`src/rtl/wb_fabric_pkg.sv`:
```
// Shared types and constants for the Wishbone fabric decoder.
package wb_fabric_pkg;

    typedef enum logic [1:0] {
        ST_IDLE,
        ST_WAIT,
        ST_TERM,
        ST_DONE
    } fab_state_e;

    localparam logic [31:0] FABRIC_DEFAULT_READ = 32'hBAD_FAB_AC;
    localparam int unsigned ERR_CNT_WIDTH       = 8;

endpackage

```
`src/rtl/wb_fabric_watchdog.sv`:
```
// Bus watchdog: counts cycles of an outstanding access and flags expiry.
module wb_fabric_watchdog #(
    parameter int unsigned TIMEOUT_CYCLES = 15,
    parameter int unsigned TIMEOUT_WIDTH  = 4
) (
    input  logic clk,
    input  logic rst_n,
    input  logic clr,
    input  logic en,
    output logic expired_c
);

    logic [TIMEOUT_WIDTH-1:0] count;

    always_ff @(posedge clk) begin
        if (!rst_n) begin
            count <= '0;
        end else if (clr) begin
            count <= '0;
        end else if (en) begin
            count <= count + TIMEOUT_WIDTH'(1);
        end
    end

    // Count equals the cycle index of the access, so expiry marks the last cycle an ACK may win.
    assign expired_c = (count == TIMEOUT_WIDTH'(TIMEOUT_CYCLES - 1));

endmodule

```
`src/rtl/wb_fabric_decoder.sv`:
```
// Wishbone fabric decoder: aperture decode, ACK/data mux and bus watchdog with error capture.
module wb_fabric_decoder
    import wb_fabric_pkg::*;
#(
    parameter int unsigned NUM_SLAVES         = 4,
    parameter int unsigned APERWIDTH          = 17,
    parameter int unsigned APERSIZE           = 10,
    parameter logic [NUM_SLAVES*APERWIDTH-1:0] BASE_ADDR =
        {17'h05000, 17'h04000, 17'h01000, 17'h00000},
    parameter int unsigned TIMEOUT_CYCLES     = 15,
    parameter int unsigned TIMEOUT_WIDTH      = 4,
    parameter logic [31:0] DEFAULT_READ_VALUE = FABRIC_DEFAULT_READ
) (
    input  logic                       WBs_CLK_i,
    input  logic                       WBs_RST_n_i,
    input  logic [APERWIDTH-1:0]       WBs_ADR_i,
    input  logic                       WBs_CYC_i,
    input  logic                       WBs_STB_i,
    input  logic                       WBs_WE_i,
    output logic [31:0]                WBs_DAT_o,
    output logic                       WBs_ACK_o,
    output logic [NUM_SLAVES-1:0]      Slv_CYC_o,
    input  logic [NUM_SLAVES*32-1:0]   Slv_DAT_i,
    input  logic [NUM_SLAVES-1:0]      Slv_ACK_i,
    input  logic                       Err_Clr_i,
    output logic                       Err_Intr_o,
    output logic [APERWIDTH-1:0]       Err_ADR_o,
    output logic                       Err_WE_o,
    output logic [ERR_CNT_WIDTH-1:0]   Err_Cnt_o
);

    localparam int unsigned DEC_LSB = APERSIZE + 2;
    localparam int unsigned DEC_W   = APERWIDTH - DEC_LSB;

    fab_state_e                 state;
    logic [NUM_SLAVES-1:0]      match;
    logic [NUM_SLAVES-1:0]      hit;
    logic                       any_hit;
    logic                       sel_ack;
    logic [31:0]                sel_dat;
    logic                       access;
    logic                       force_term;
    logic                       pass;
    logic                       wd_en;
    logic                       expired;
    logic                       err_intr;
    logic [APERWIDTH-1:0]       err_adr;
    logic                       err_we;
    logic [ERR_CNT_WIDTH-1:0]   err_cnt;

    // Aperture decode; lowest matching index wins on overlap.
    always_comb begin
        match   = '0;
        sel_dat = '0;
        for (int i = 0; i < NUM_SLAVES; i++) begin
            match[i] = (WBs_ADR_i[APERWIDTH-1:DEC_LSB] ==
                        BASE_ADDR[i*APERWIDTH+DEC_LSB +: DEC_W]);
        end
        hit     = match & (~match + NUM_SLAVES'(1));
        any_hit = |match;
        sel_ack = |(hit & Slv_ACK_i);
        for (int i = 0; i < NUM_SLAVES; i++) begin
            if (hit[i]) begin
                sel_dat = Slv_DAT_i[i*32 +: 32];
            end
        end
    end

    assign access     = WBs_CYC_i & WBs_STB_i;
    assign force_term = (state == ST_TERM);
    assign pass       = access & any_hit & ((state == ST_IDLE) | (state == ST_WAIT));
    assign wd_en      = (state == ST_WAIT) | ((state == ST_IDLE) & access);

    assign WBs_ACK_o  = force_term | (pass & sel_ack);
    assign WBs_DAT_o  = (force_term | ~any_hit) ? DEFAULT_READ_VALUE : sel_dat;
    assign Slv_CYC_o  = hit & {NUM_SLAVES{WBs_CYC_i & ~force_term}};

    wb_fabric_watchdog #(
        .TIMEOUT_CYCLES (TIMEOUT_CYCLES),
        .TIMEOUT_WIDTH  (TIMEOUT_WIDTH)
    ) u_watchdog (
        .clk       (WBs_CLK_i),
        .rst_n     (WBs_RST_n_i),
        .clr       (~wd_en),
        .en        (wd_en),
        .expired_c (expired)
    );

    // Access sequencing and error status; a capture in TERM takes priority over a clear.
    always_ff @(posedge WBs_CLK_i) begin
        if (!WBs_RST_n_i) begin
            state    <= ST_IDLE;
            err_intr <= 1'b0;
            err_adr  <= '0;
            err_we   <= 1'b0;
            err_cnt  <= '0;
        end else begin
            case (state)
                ST_IDLE: begin
                    if (access) begin
                        if (!any_hit) begin
                            state <= ST_TERM;
                        end else if (sel_ack) begin
                            state <= ST_DONE;
                        end else begin
                            state <= ST_WAIT;
                        end
                    end
                end
                ST_WAIT: begin
                    if (!WBs_CYC_i) begin
                        state <= ST_IDLE;
                    end else if (sel_ack) begin
                        state <= ST_DONE;
                    end else if (expired) begin
                        state <= ST_TERM;
                    end
                end
                ST_TERM: state <= ST_DONE;
                ST_DONE: begin
                    if (!WBs_CYC_i) begin
                        state <= ST_IDLE;
                    end
                end
                default: state <= ST_IDLE;
            endcase

            if (force_term) begin
                err_intr <= 1'b1;
                if (!err_intr || Err_Clr_i) begin
                    err_adr <= WBs_ADR_i;
                    err_we  <= WBs_WE_i;
                end
                if (Err_Clr_i) begin
                    err_cnt <= ERR_CNT_WIDTH'(1);
                end else if (err_cnt != '1) begin
                    err_cnt <= err_cnt + ERR_CNT_WIDTH'(1);
                end
            end else if (Err_Clr_i) begin
                err_intr <= 1'b0;
                err_adr  <= '0;
                err_we   <= 1'b0;
                err_cnt  <= '0;
            end
        end
    end

    assign Err_Intr_o = err_intr;
    assign Err_ADR_o  = err_adr;
    assign Err_WE_o   = err_we;
    assign Err_Cnt_o  = err_cnt;

endmodule

```
`config.mk`:
```
export PLATFORM = sky130hd
export DESIGN_NAME = wb_fabric_decoder
export DESIGN_NICKNAME = d
export VERILOG_FILES = /design/src/rtl/wb_fabric_pkg.sv /design/src/rtl/wb_fabric_watchdog.sv /design/src/rtl/wb_fabric_decoder.sv
export SDC_FILE = /design/constraint.sdc
export NUM_CORES = 1
export LEC_CHECK = 0
export ABC_AREA = 0
export CAP_MARGIN = 30
export CORE_ASPECT_RATIO = 0.6
export CORE_UTILIZATION = 30
export CTS_CLUSTER_SIZE = 30
export DETAILED_ROUTE_END_ITERATION = 10
export PLACE_DENSITY_LB_ADDON = 0.1
export SYNTH_ARGS = -nofsm -noshare
export SYNTH_HDL_FRONTEND = slang
export SYNTH_SLANG_ARGS = --single-unit
```
`constraint.sdc`:
```
create_clock -name WBs_CLK_i -period 1.45 [get_ports WBs_CLK_i]
set_clock_uncertainty 0.2 [all_clocks]
set_input_delay 0.2175 -clock WBs_CLK_i [delete_from_list [all_inputs] [get_ports WBs_CLK_i]]
set_output_delay 0.2175 -clock WBs_CLK_i [all_outputs]
set_load 0.01 [all_outputs]
```
==> results of run 1 <==
timing repair:
action,in CTS,in global routing
setup buffers,16,5
endpoints found under the hold margin,0,0
endpoints found under the setup margin,91,70
resized for setup,352,46
cloned,13,1
pin swaps,42,27
per-stage QoR:
stage                     cells  TNS, ns
after floorplan             312    -3.23
after global placement      662   -44.25
after detailed placement    662   -46.07
after CTS                   699   -17.28
after global routing        704   -20.31
final                       704   -16.97
Yosys cell counts, types with 2 or more instances:
| master | number | area share |
|---|---|---|
| o221ai_1 | 21 | 0.068 |
| nor3_1 | 4 | 0.0074 |
| or4_1 | 2 | 0.0055 |
| and3b_1 | 2 | 0.0064 |
| nand4b_1 | 3 | 0.0097 |
| nand4_1 | 2 | 0.0046 |
| a311oi_2 | 2 | 0.011 |
| dfxtp_1 | 33 | 0.24 |
| buf_2 | 14 | 0.026 |
| a311oi_1 | 20 | 0.064 |
| o31ai_1 | 3 | 0.0083 |
| nand2_1 | 9 | 0.012 |
| nand3_1 | 23 | 0.042 |
| buf_6 | 4 | 0.017 |
| ha_1 | 3 | 0.014 |
| and3_1 | 12 | 0.028 |
| buf_4 | 2 | 0.0055 |
| clkbuf_1 | 10 | 0.014 |
| a41oi_1 | 2 | 0.0064 |
| nand3b_1 | 19 | 0.053 |
| mux2i_1 | 23 | 0.085 |
| a21oi_1 | 26 | 0.048 |
| nand2b_1 | 5 | 0.012 |
| inv_1 | 28 | 0.039 |
| mux4_2 | 12 | 0.099 |
| nor2_1 | 8 | 0.011 |
| nor2b_1 | 2 | 0.0046 |
state kept, by name (all words and copies together) (netlist names):
signal / cells
Err_ADR_o: 17
Err_Cnt_o: 8
Err_Intr_o: 1
Err_WE_o: 1
state: 2
u_watchdog.count: 4
logic make-up after synthesis:
| kind of cell | Yosys count | synth area share |
|---|---|---|
| compound gates | 83 | 0.234 |
| fa+ha+maj | 3 | 0.0138 |
| flops | 33 | 0.243 |
| simple gates | 97 | 0.217 |
| xor+xnor | 2 | 0.00645 |
| buf+inv | 59 | 0.102 |
| mux | 35 | 0.184 |
critical path, cell delays in order, from the launching register on:
cell and delay [ns]:
dfxtp_4 0.34, nor2b_4 0.17, buf_8 0.14, a311oi_2 0.21
o221ai_1 0.17, buf_2 0.17
how the worst max path moves through the flow:
stage	from	end	slack (ns)
final	state[1]	WBs_DAT_o[5]	-0.45
after global routing	WBs_ADR_i[16]	WBs_DAT_o[16]	-0.52
after CTS	state[1]	WBs_DAT_o[5]	-0.46
after detailed placement	WBs_ADR_i[16]	WBs_DAT_o[5]	-1.19
after global placement	WBs_ADR_i[16]	WBs_DAT_o[9]	-1.19
after floorplan	WBs_ADR_i[13]	WBs_DAT_o[11]	-0.15
power by group through the flow:
stage               registers, mW  clock network, mW  logic, mW
floorplan                   0.992                  0      0.412
global placement            0.981                  0       1.13
detailed placement          0.982                  0       1.14
CTS                         0.959               1.27       1.28
global route                0.962               1.31       1.43
finish                      0.959               1.26       1.36
metal layers:
layer / track usage / vias up / wire, um
li1: - / 1790 / -
met1: 0.319 / 1820 / 5640
met2: 0.480 / 186 / 6300
met3: 0.0632 / 24 / 1060
met4: 0.0678 / 0 / 280
met5: 0 / - / 0
layout make-up:
cell class | instances | area (um2) | share of cell area
clock buffers | 7 | 143 | 0.0226
clock inverters | 1 | 30.0 | 0.00476
inverters | 28 | 105 | 0.0167
multi-input cells | 223 | 2240 | 0.355
flip-flops and latches | 33 | 677 | 0.107
well taps | 112 | 140 | 0.0222
repair buffers | 300 | 2970 | 0.471
==> metrics.md, run 1 <==
| Metric | Value |
|---|---|
| WHS | around 0.015 ns |
| H-tree Lvls | 2 |
| Initial core utilization | 0.314 |
| 1st-iter DRT viols | 260 |
| Library cells used by synthesis | 45 |
| Synth warn | 0 |
| Synthesized area | 2720 um2 |
| DP Area | 5420 um2 |
| Synth Register Bits | 33 |
| Worst r2r path cells | 6 |
| Slew @ Worst Pin | 0.311 ns |
| Sequential cell area fraction in the yosys report | 0.243 |
| TritonRoute pass-1 iters | 8 |
| Die boundary width | between 100 and 150 um |
| Syn nets | 470 |
| CP Data Arrival Time | roughly 1.5 ns |
| RSZ-0062 raised after global routing | yes |
| Clock power frac | 0.352 |
| Total gr overflow | 0 |
| Clock Path Buffers | 2 |
| CP Capture Type | primary output |
| CP Launch Type | flop |
| CTS tree | yes |
| Syn Inst Count | 312 |
| Row count | 26 |
| Fraction of registers with async set/reset | 0 |
| CTS Buf Count | 5 |
| Max-cap violation count | 0 |
| DRC Markers | 24 |
| Critical R2R Launch | state[1] |
| Die area | 9450 um2 |
| Die height | approximately 76 um |
| Power Density | 567 nW/um2 |
| Most common cell after layout, fill and taps aside | clkdlybuf4s50_1 |
| Setup Viol. Count Final | 63 |
| DR WL/cell | around 19 um |
| First-pass GRT wire length | 19,200 um |
| Final Hold Fails | 0 |
| GRT Total Usage | 0.262 |
| Area grow syn2layout | 132% |
| Leak | 2.59 nW |
| Fmax | 0.528 GHz |
| Core Util, Final | 0.728 |
| Sw frac | 0.267 |
| Syn Area/Cell | 8.71 um2 |
| Vias in the first global route | 3,644 |
| Final antenna-violating net count | 0 |
| Sequential power share | 0.268 |
| Worst Hold End | Err_ADR_o[16] |
| Worst skew pair latency | 0.28 ns |
| R2r endpoint | Err_Cnt_o[7] |
| DP Worst Slack | -1.19 ns |
| Rel. slew slack | 0.792 |
| Layout Cell Area excl Fill | 6300 um2 |
| Worst Hold Class | input pin to flop |
| EDFF count, synth | 0 |
| Highest-count cells in the layout ignoring fill and taps | clkdlybuf4s50_1, dlygate4sd2_1, buf_6, buf_4, inv_1 |
| Outcome | complete, but fails checks |
| Hold Path Depth | 3 |
| Cell-internal power | approximately 2.6 mW |
| Most common flop cell mapped by yosys | dfxtp_1 |
| Psw | 0.954 mW |
| CTS Root Cell | clkbuf_16 |
| DR vias | 3,820 |
| Final Power | 3.57 mW |
| Clock Sinks | 33 |
| Via-per-instance ratio | ~5.4 |
| Worst Hold Launch | WBs_ADR_i[16] |
| Largest net degree at the start of global routing | 23 |
| Share of layout cells above drive strength 1 | 0.390 |
| Routed WL | 13,300 um |
| Max VDD drop | 0.479 mV |
| Ports | 219 |
| Setup WS post-layout | -0.445 ns |
| Comb power frac | 0.380 |
| PortBufs | 218 |
| Final layout net count | 749 |
| Final Wtd Congestion | roughly 0.93 |
| Tcrit/Tclk final | 1.31 |
| Ant. Diodes | 0 |
| Minimum clock period | 1.90 ns |
| DP HPWL | roughly 9000 um |
| Initial antenna violation count | 0 |
| Filler instances | 684 |
| Crit Path Class | flop to primary output |
| Worst-path clk slew | 0.05 ns |
| Failing checks | DRC, setup timing |
| Hold_buf cts | 0 |
| Worst path required time | 1.03 ns |
| Critical path fanouts, max | 5 |
| Max Slew Vio Count | 0 |
| Area of the core | roughly 8700 um2 |
| Worst R2R Setup Slack | -0.26 ns |
(Power assumes the default switching activity.)
==> inputs of run 2 (changes only) <==
CORE_ASPECT_RATIO = 1.4   (was 0.6)
==> run 2 against run 1 <==
Compared with the run above:
- the flow finishes with violations (setup timing)
- clock-buffer cell count down 2
- wire length grew 12%
- cell count is 1.1% higher
- power shrank 5.5%
- worst setup slack lost 0.062 ns
- maximum frequency fell by 3.2%
- utilization grew 1.0 points
- non-clock buffer count up 16
- sequential power down 0.7%
- global-route usage is 3.5 points higher
- register-to-register slack improved by 0.03 ns
- die area is essentially flat
- largest power group unchanged
- highest routed layer unchanged
==> metrics.md, run 2 (same netlist as run 1, synthesis figures left out) <==
| Metric | Value |
|---|---|
| Outcome | complete, but fails checks |
| Failing checks | setup timing |
| Die height | 115 um |
| Clock Path Buffers | 2 |
| H-tree Lvls | 2 |
| Share of layout cells above drive strength 1 | 0.420 |
| 1st-iter DRT viols | 134 |
| Tcrit/Tclk final | 1.35 |
| Post-Layout Cell Count | 712 |
| Area grow syn2layout | 137% |
| Hold Path Depth | 3 |
| Leak | 2.66 nW |
| Slew @ Worst Pin | 0.389 ns |
| Most common cell after layout, fill and taps aside | clkdlybuf4s50_1 |
| Final Wtd Congestion | 0.852 |
| Highest-count cells in the layout ignoring fill and taps | clkdlybuf4s50_1, dlygate4sd2_1, buf_4, buf_6, inv_1 |
| Initial antenna violation count | 1 |
| Crit Path Class | flop to primary output |
| CP Capture Type | primary output |
| Fmax | 0.511 GHz |
| Row count | 40 |
| Max Used Layer | met4 |
| Top delay family on crit path | compound AO/OA/AOI/OAI gates |
| Worst Hold Class | input pin to flop |
| Ant. Diodes | 0 |
| Worst Hold Launch | WBs_ADR_i[15] |
| R2r endpoint | Err_Cnt_o[4] |
| Hold_buf cts | 0 |
| Rel. slew slack | 0.740 |
| DR WL met2 | 7870 um |
| Worst path required time | 1.03 ns |
| GRT Total Usage | 0.298 |
| Max VDD drop | between 0.8 and 0.9 mV |
| Critical path fanouts, max | 12 |
| CP Data Arrival Time | 1.54 ns |
| Buf/Inv on CP | 2 |
| First-pass GRT wire length | 21,200 um |
| Slowest stage cell, crit path | dfxtp_2 |
| TritonRoute pass-1 iters | 4 |
| Setup Viol. Count Final | 63 |
| Initial core utilization | 0.312 |
| Setup WS post-layout | -0.507 ns |
| Max reg flops | 17 |
| Worst skew pair latency | 0.27 ns |
| Power Density | between 500 and 600 nW/um2 |
| Post-Route M1 WL | 5280 um |
| Worst r2r path cells | 5 |
| Die boundary width | 82.4 um |
| Total gr overflow | 0 |
| Worst-path clk slew | 0.05 ns |
| Die area | 9440 um2 |
| Worst Hold End | Err_ADR_o[15] |
| WL met3 | roughly 1400 um |
| Minimum clock period | 1.96 ns |
| DP HPWL | 9860 um |
| Area of the core | 8710 um2 |
| Max-cap violation count | 0 |
| Vias in the first global route | 4,096 |
| Final antenna-violating net count | 0 |
| Ports | 219 |
| Final layout net count | 764 |
| DR WL/cell | 20.9 um |
| Critical path launch point | state[1] |
| PortBufs | 218 |
| Via-per-instance ratio | 5.49 |
| DR vias | 3,910 |
| WHS | around 0.024 ns |
| Routed WL | approximately 15,000 um |
| Largest net degree at the start of global routing | 18 |
| CTS Buf Count | 5 |
| CP Launch Type | flop |
| Max Slew Vio Count | 0 |
| Clock Sinks | 33 |
| Inst Count DP | roughly 660 |
| Critical R2R Launch | state[0] |
| DRC Markers | 0 |
| Worst path cell trace | nor2b_4 -> buf_12 -> a311oi_1 -> o221ai_1 -> buf_2 |
| CTS tree | yes |
| CTS Root Cell | clkbuf_16 |
| Worst R2R Setup Slack | -0.23 ns |
| Final Hold Fails | 0 |
| RSZ-0062 raised after global routing | yes |
| Max incr delay on CP | 0.31 ns |
-- run 2: per-stage QoR --
stage	power (mW)	area [um2]	utilization	setup TNS (ns)	setup slack (ns)
3_3_place_gp	2.11	5450	0.626	-47.63	-1.25
6_report	3.38	6430	0.739	-17.03	-0.507
2_1_floorplan	1.40	2830	-	-3.23	-0.145
5_1_grt	3.52	6430	0.739	-19.58	-0.529
3_5_place_dp	2.13	5450	0.626	-48.16	-1.27
4_1_cts	3.29	6170	0.709	-15.41	-0.449
-- run 2: how the worst max path moves through the flow --
| stage | end | slack [ns] | cells past startpoint |
|---|---|---|---|
| after floorplan | WBs_DAT_o[11] | -0.15 | 4 |
| after global placement | WBs_DAT_o[17] | -1.25 | 5 |
| after detailed placement | WBs_DAT_o[17] | -1.27 | 5 |
| after CTS | WBs_DAT_o[17] | -0.45 | 5 |
| after global routing | WBs_DAT_o[16] | -0.53 | 5 |
| final | WBs_DAT_o[16] | -0.51 | 5 |
-- run 2: worst reg2reg max path: stages (launching register included) --
cell and delay [ns]:
dfxtp_4 0.35, buf_6 0.12, buf_6 0.11, nand4b_1 0.21, or4_1 0.49, a21oi_1 0.14
-- run 2: timing repair --
item | in CTS | in global routing
buffers inserted | 27 | 6
pin swaps | 41 | 33
gates resized for setup | 367 | 52
endpoints found under the setup margin | 94 | 70
cloned | 10 | 1
-- run 2: power by group --
group	switching, mW	internal, mW
Combinational	0.566	0.825
Clock	0.407	0.629
Sequential	0.0218	0.931
-- run 2: routing by layer --
layer,track usage,vias up
met1,0.307,1889
met2,0.563,184
met3,0.0773,24
li1,-,1813
met5,0,-
met4,0.0959,0
-- run 2: layout make-up --
class                           instances  area, um2
Timing Repair Buffer                  316       3050
Multi-Input combinational cell        222       2320
Fill cell                             688       2270
Sequential cell                        33        687
Tap cell                              105        131
Clock buffer                            5        125
Inverter                               28        105
Clock inverter                          3       17.5
==> inputs of run 3 (changes only) <==
ABC_AREA = unset   (was 0)
SLEW_MARGIN = 10   (was unset)
==> results of run 3 <==
The final DEF is identical to that of run 2; final timing and power are the same.
==> variant 1: new RTL, config.mk and constraints of run 3 <==
Put one more register stage on the output `Err_WE_o`, with the module's reset. The value now appears one clock later. The other outputs are not delayed to match.
--- a/src/rtl/wb_fabric_decoder.sv
+++ b/src/rtl/wb_fabric_decoder.sv
@@ -147,7 +147,13 @@
 
     assign Err_Intr_o = err_intr;
     assign Err_ADR_o  = err_adr;
-    assign Err_WE_o   = err_we;
+    always_ff @(posedge WBs_CLK_i) begin
+        if (!WBs_RST_n_i) begin
+            Err_WE_o <= '0;
+        end else begin
+            Err_WE_o <= err_we;
+        end
+    end
     assign Err_Cnt_o  = err_cnt;
 
 endmodule
Formal check against the unedited RTL: not equivalent (a bounded check fails within 4 cycles, from zero or initial values and one cycle with WBs_RST_n_i low).
==> variant 1 against run 3 <==
  * Cell area is 8.7% lower
  * The flow still finishes with violations (negative setup slack)
  * Utilization is 3.1 points lower
  * Sequential cell count is 1 higher
  * Worst setup slack worse by 0.037 ns
  * Total power is 2.4% higher
  * Sequential power is 6% higher
  * Area after synthesis is 4.1% lower
  * Wire length is 15% lower
  * Critical path type is now in2out
  * Largest power group unchanged
==> variant 1: results (changes against run 3) <==
status=finished with violations; failing checks=negative setup slack; Top Family by Delay on Critical Path=simple AND/OR/NAND/NOR gates; Routability Congestion=0.956 (+12%); Cell Area, Placed=5420 sq um (-0.53%); post-synthesis xor/xnor area fraction=1.34% (+0.70 points); share of layout cells above drive strength 1=38.2% (-3.8 points); Setup crit end=WBs_DAT_o[22]; synth top area cells=dfxtp_1 26%, mux4_2 10%, mux2i_1 8.5%; Net Sw Frac=27.9% (-1.6 points); Final setup viols=58 (-7.9%); worst slack at placement=-1.19 ns (+0.0812 ns); Pleak=0.00249 uW (-6.3%); met3 WL=1140 microns (-21%); most frequent cells after synthesis=34 x dfxtp_1, 32 x nand2_1, 29 x nor2_1; TNS Setup=-15.79 ns (+1.24 ns); Unique masters post-synth=44 (-2.2%); sequential-to-total area share from yosys stat=26.1% (+1.8 points); Layout Nets=746 (-2.4%); Least-Margin Pin Slew=0.323 ns (-0.0660 ns); final wirelength=12700 microns (-15%); syn nets=469 (-0.21%); Post-Synth Adder-Cell Area=1.44% (+0.059 points); Critical path origin=WBs_ADR_i[15]; Critical-path top delay cell=or3_4; post-synthesis cell count=311 (-0.32%); initial antenna violation count=0 (-1); R2R Setup Slk=-0.09 ns (+0.14 ns); slowest stage delay, CP=0.41 ns (+0.10 ns); post-DP HPWL=9540 microns (-3.3%); number of global-route vias before repair=3634 (-11%); Worst R2R End=Err_ADR_o[7]$_SDFFE_PN0P_; global-route wire length before repair=18900 microns (-11%); peak supply drop=0.000686 V (-21%); combinational power share=39.9% (-1.3 points); final worst slack=-0.545 ns (-0.0373 ns); P_sw=964 uW (-3.1%); Global Route Usage Sum=27.3% (-2.5 points); Placed Cells=656 (-1.1%); DR WL met2=6540 microns (-17%); post-synthesis mux area share=18.8% (+0.40 points); first-iteration detailed-routing DRC count=92 (-31%)
## variant 1: cell types whose count changed after synthesis, moves of 21 or more
cell / change
nor2_1: +21
a31oi_1: +23
o221ai_1: -21
a21oi_1: -22
nand2_1: +23
inv_1: -24
## variant 1: what timing repair did
action / in CTS / in global routing
gates cloned: 2 / 0
setup endpoints to repair: 91 / 67
buffers inserted: 27 / 6
pin swaps: 45 / 26
gates resized for setup: 299 / 46
hold endpoints to repair: 0 / 0
## variant 1: layout make-up
| type | count | area (sq um) |
|---|---|---|
| repair buffers | 300 | 2790 |
| fillers | 651 | 2420 |
| multi-input cells | 243 | 2100 |
| flip-flops and latches | 34 | 697 |
| clock buffers | 7 | 143 |
| well taps | 102 | 128 |
| inverters | 4 | 15.0 |
| clock inverters | 1 | 5.00 |
## variant 1: worst min path at each step
| stage | startpoint | end | slack [ns] | cells past startpoint |
|---|---|---|---|---|
| after floorplan | WBs_RST_n_i | state[1]$_SDFFE_PN0P_ | 0.14 | 2 |
| after global placement | u_watchdog.count[0]$_SDFF_PN0_ | u_watchdog.count[0]$_SDFF_PN0_ | 0.25 | 1 |
| after detailed placement | u_watchdog.count[0]$_SDFF_PN0_ | u_watchdog.count[0]$_SDFF_PN0_ | 0.25 | 1 |
| after CTS | WBs_ADR_i[15] | Err_ADR_o[15]$_SDFFE_PN0P_ | 0.12 | 4 |
| after global routing | WBs_ADR_i[15] | Err_ADR_o[15]$_SDFFE_PN0P_ | 0.13 | 4 |
| final | WBs_ADR_i[15] | Err_ADR_o[15]$_SDFFE_PN0P_ | 0.12 | 4 |
## variant 1: layer usage
metal	up-vias	track usage, %
li1	1722	-
met1	1684	29.3
met2	153	50.0
met3	22	6.02
met4	0	11.3
met5	-	0
==> variant 2: new RTL, settings of run 3 <==
Made on the original files. `TIMEOUT_WIDTH` is set to 4 in 2 places; all go to 6.
--- a/src/rtl/wb_fabric_watchdog.sv
+++ b/src/rtl/wb_fabric_watchdog.sv
@@ -1,7 +1,7 @@
 // Bus watchdog: counts cycles of an outstanding access and flags expiry.
 module wb_fabric_watchdog #(
     parameter int unsigned TIMEOUT_CYCLES = 15,
-    parameter int unsigned TIMEOUT_WIDTH  = 4
+    parameter int unsigned TIMEOUT_WIDTH  = 6
 ) (
     input  logic clk,
     input  logic rst_n,
--- a/src/rtl/wb_fabric_decoder.sv
+++ b/src/rtl/wb_fabric_decoder.sv
@@ -8,7 +8,7 @@
     parameter logic [NUM_SLAVES*APERWIDTH-1:0] BASE_ADDR =
         {17'h05000, 17'h04000, 17'h01000, 17'h00000},
     parameter int unsigned TIMEOUT_CYCLES     = 15,
-    parameter int unsigned TIMEOUT_WIDTH      = 4,
+    parameter int unsigned TIMEOUT_WIDTH      = 6,
     parameter logic [31:0] DEFAULT_READ_VALUE = FABRIC_DEFAULT_READ
 ) (
     input  logic                       WBs_CLK_i,
Formal check against the unedited RTL: no difference found for any inputs over 10 cycles, from zero or initial values and one cycle with WBs_RST_n_i low; that may be too few to reach the edited logic, so the function may still have changed.
==> variant 2 against run 3 <==
  * The flow still finishes with violations (negative setup slack)
  * Worst setup slack gained 0.13 ns
  * Wire length shrank 18%
  * Utilization shrank 0.56 points
  * Total power grew 3.4%
  * Sequential share of layout area grew 1.4 points
  * Clock power grew 18%
  * Cell area shrank 7.1%
  * Area after synthesis shrank 7.0%
  * Sequential cell count grew 2
==> variant 2: results (changes against run 3) <==
Global Route Usage Sum=27.3% (-2.5 points); global-route wire length before repair=18400 microns (-13%); WL/cell=18.8 microns (-9.9%); synth top area cells=dfxtp_1 28%, mux4_2 20%, a22oi_1 5.3%; Routability Congestion=0.849 (-0.34%); critical path data arrival time=1.41 ns (-0.13 ns); most frequent cells after synthesis=35 x dfxtp_1, 27 x nor2_1, 22 x mux4_2; post-synthesis cell count=270 (-13%); slowest stage delay, CP=0.56 ns (+0.25 ns); Vias/cell=5.11 (-7.0%); final worst slack=-0.377 ns (+0.130 ns); Cell Area, Placed=5430 sq um (-0.41%); Max Fanout on Critical Path=8 (-4); R2R Setup Slk=-0.31 ns (-0.08 ns); Unique masters post-synth=48 (+6.7%); Critical-path top delay cell=mux4_2; peak supply drop=0.000833 V (-4.5%); pin count of the biggest net entering global routing=20 (+2); Final setup viols=64 (+1.6%); number of global-route vias before repair=3438 (-16%); status=finished with violations; sequential-to-total area share from yosys stat=27.7% (+3.4 points); first-iteration detailed-routing DRC count=94 (-30%); Finished Layout Cells=646 (-9.3%); syn nets=428 (-8.9%); post-DP HPWL=9140 microns (-7.3%); Placed Cells=619 (-6.6%); port bufs=218 (unchanged); initial antenna violation count=5 (+4); fill count=634 (-7.8%); failing checks=negative setup slack; R2R cell count=7 (+2); Least-Margin Pin Slew=0.273 ns (-0.116 ns); share of layout cells above drive strength 1=43.6% (+1.6 points); total CTS buffers=5 (unchanged)
## variant 2: power breakdown
part / switching [uW] / total [uW] / internal [uW]
clock: 424 / 1230 / 810
sequential: 23.0 / 1020 / 993
combinational: 470 / 1240 / 772
total: 918 / 3490 / 2580
## variant 2: metal layers
layer	wire, microns	track usage [%]
met1	3980	27.5
met2	6550	49.2
met3	1160	8.02
met4	476	13.8
met5	0	0
## variant 2: worst max-delay path, delay by kind of cell
family        cells  cell delay [ns]
buf+inv           3             0.38
mux               1             0.56
simple gates      1             0.24
## variant 2: area by class of cell
type / instances / share of cell area [%]
Antenna cell: 5 / 0.209
Clock buffer: 5 / 2.09
Clock inverter: 3 / 0.733
Inverter: 4 / 0.251
Multi-Input combinational cell: 210 / 37.2
Sequential cell: 35 / 12.0
Tap cell: 102 / 2.14
Timing Repair Buffer: 282 / 45.3
## variant 2: timing repair
action,4_1_cts,5_1_grt
pin swaps,33,20
buffers inserted,5,7
endpoints found under the hold margin,0,0
cloned,4,1
setup endpoints to repair,96,71
hold buffers,0,0
gates resized for setup,348,40
## variant 2: logic make-up after synthesis
kind of cell	share of synthesized area, %
DFF	27.7
adders and majority gates	1.49
buffers and inverters	4.95
xor gates and xnor gates	1.39
and+or+nand+nor	24.3
AOI/OAI and AO/OA	15.2
muxes	24.9
## variant 2: how the worst min path moves through the flow
stage | to | slack [ns] | start | cells past startpoint
after floorplan | Err_Cnt_o[0]$_SDFFE_PN0P_ | 0.16 | WBs_RST_n_i | 1
after global placement | u_watchdog.count[0]$_SDFF_PN0_ | 0.24 | u_watchdog.count[0]$_SDFF_PN0_ | 1
after detailed placement | u_watchdog.count[0]$_SDFF_PN0_ | 0.25 | u_watchdog.count[0]$_SDFF_PN0_ | 1
after CTS | Err_ADR_o[13]$_SDFFE_PN0P_ | 0.02 | WBs_ADR_i[13] | 3
after global routing | Err_ADR_o[13]$_SDFFE_PN0P_ | 0.05 | WBs_ADR_i[13] | 3
final | Err_ADR_o[13]$_SDFFE_PN0P_ | 0.03 | WBs_ADR_i[13] | 3
## variant 2: metrics by stage
step / util, % / total power [uW] / setup TNS, ns / hold slack (ns) / setup slack, ns
after detailed placement: 66.6 / 2220 / -46.64 / 0.254 / -1.11
after CTS: 70.4 / 3450 / -13.98 / 0.0236 / -0.371
final: 73.3 / 3490 / -16.16 / 0.0272 / -0.377
after global routing: 73.3 / 3640 / -19.37 / 0.0455 / -0.403
after floorplan: - / 1520 / -2.57 / 0.162 / -0.190
after global placement: 66.6 / 2190 / -45.31 / 0.239 / -1.07
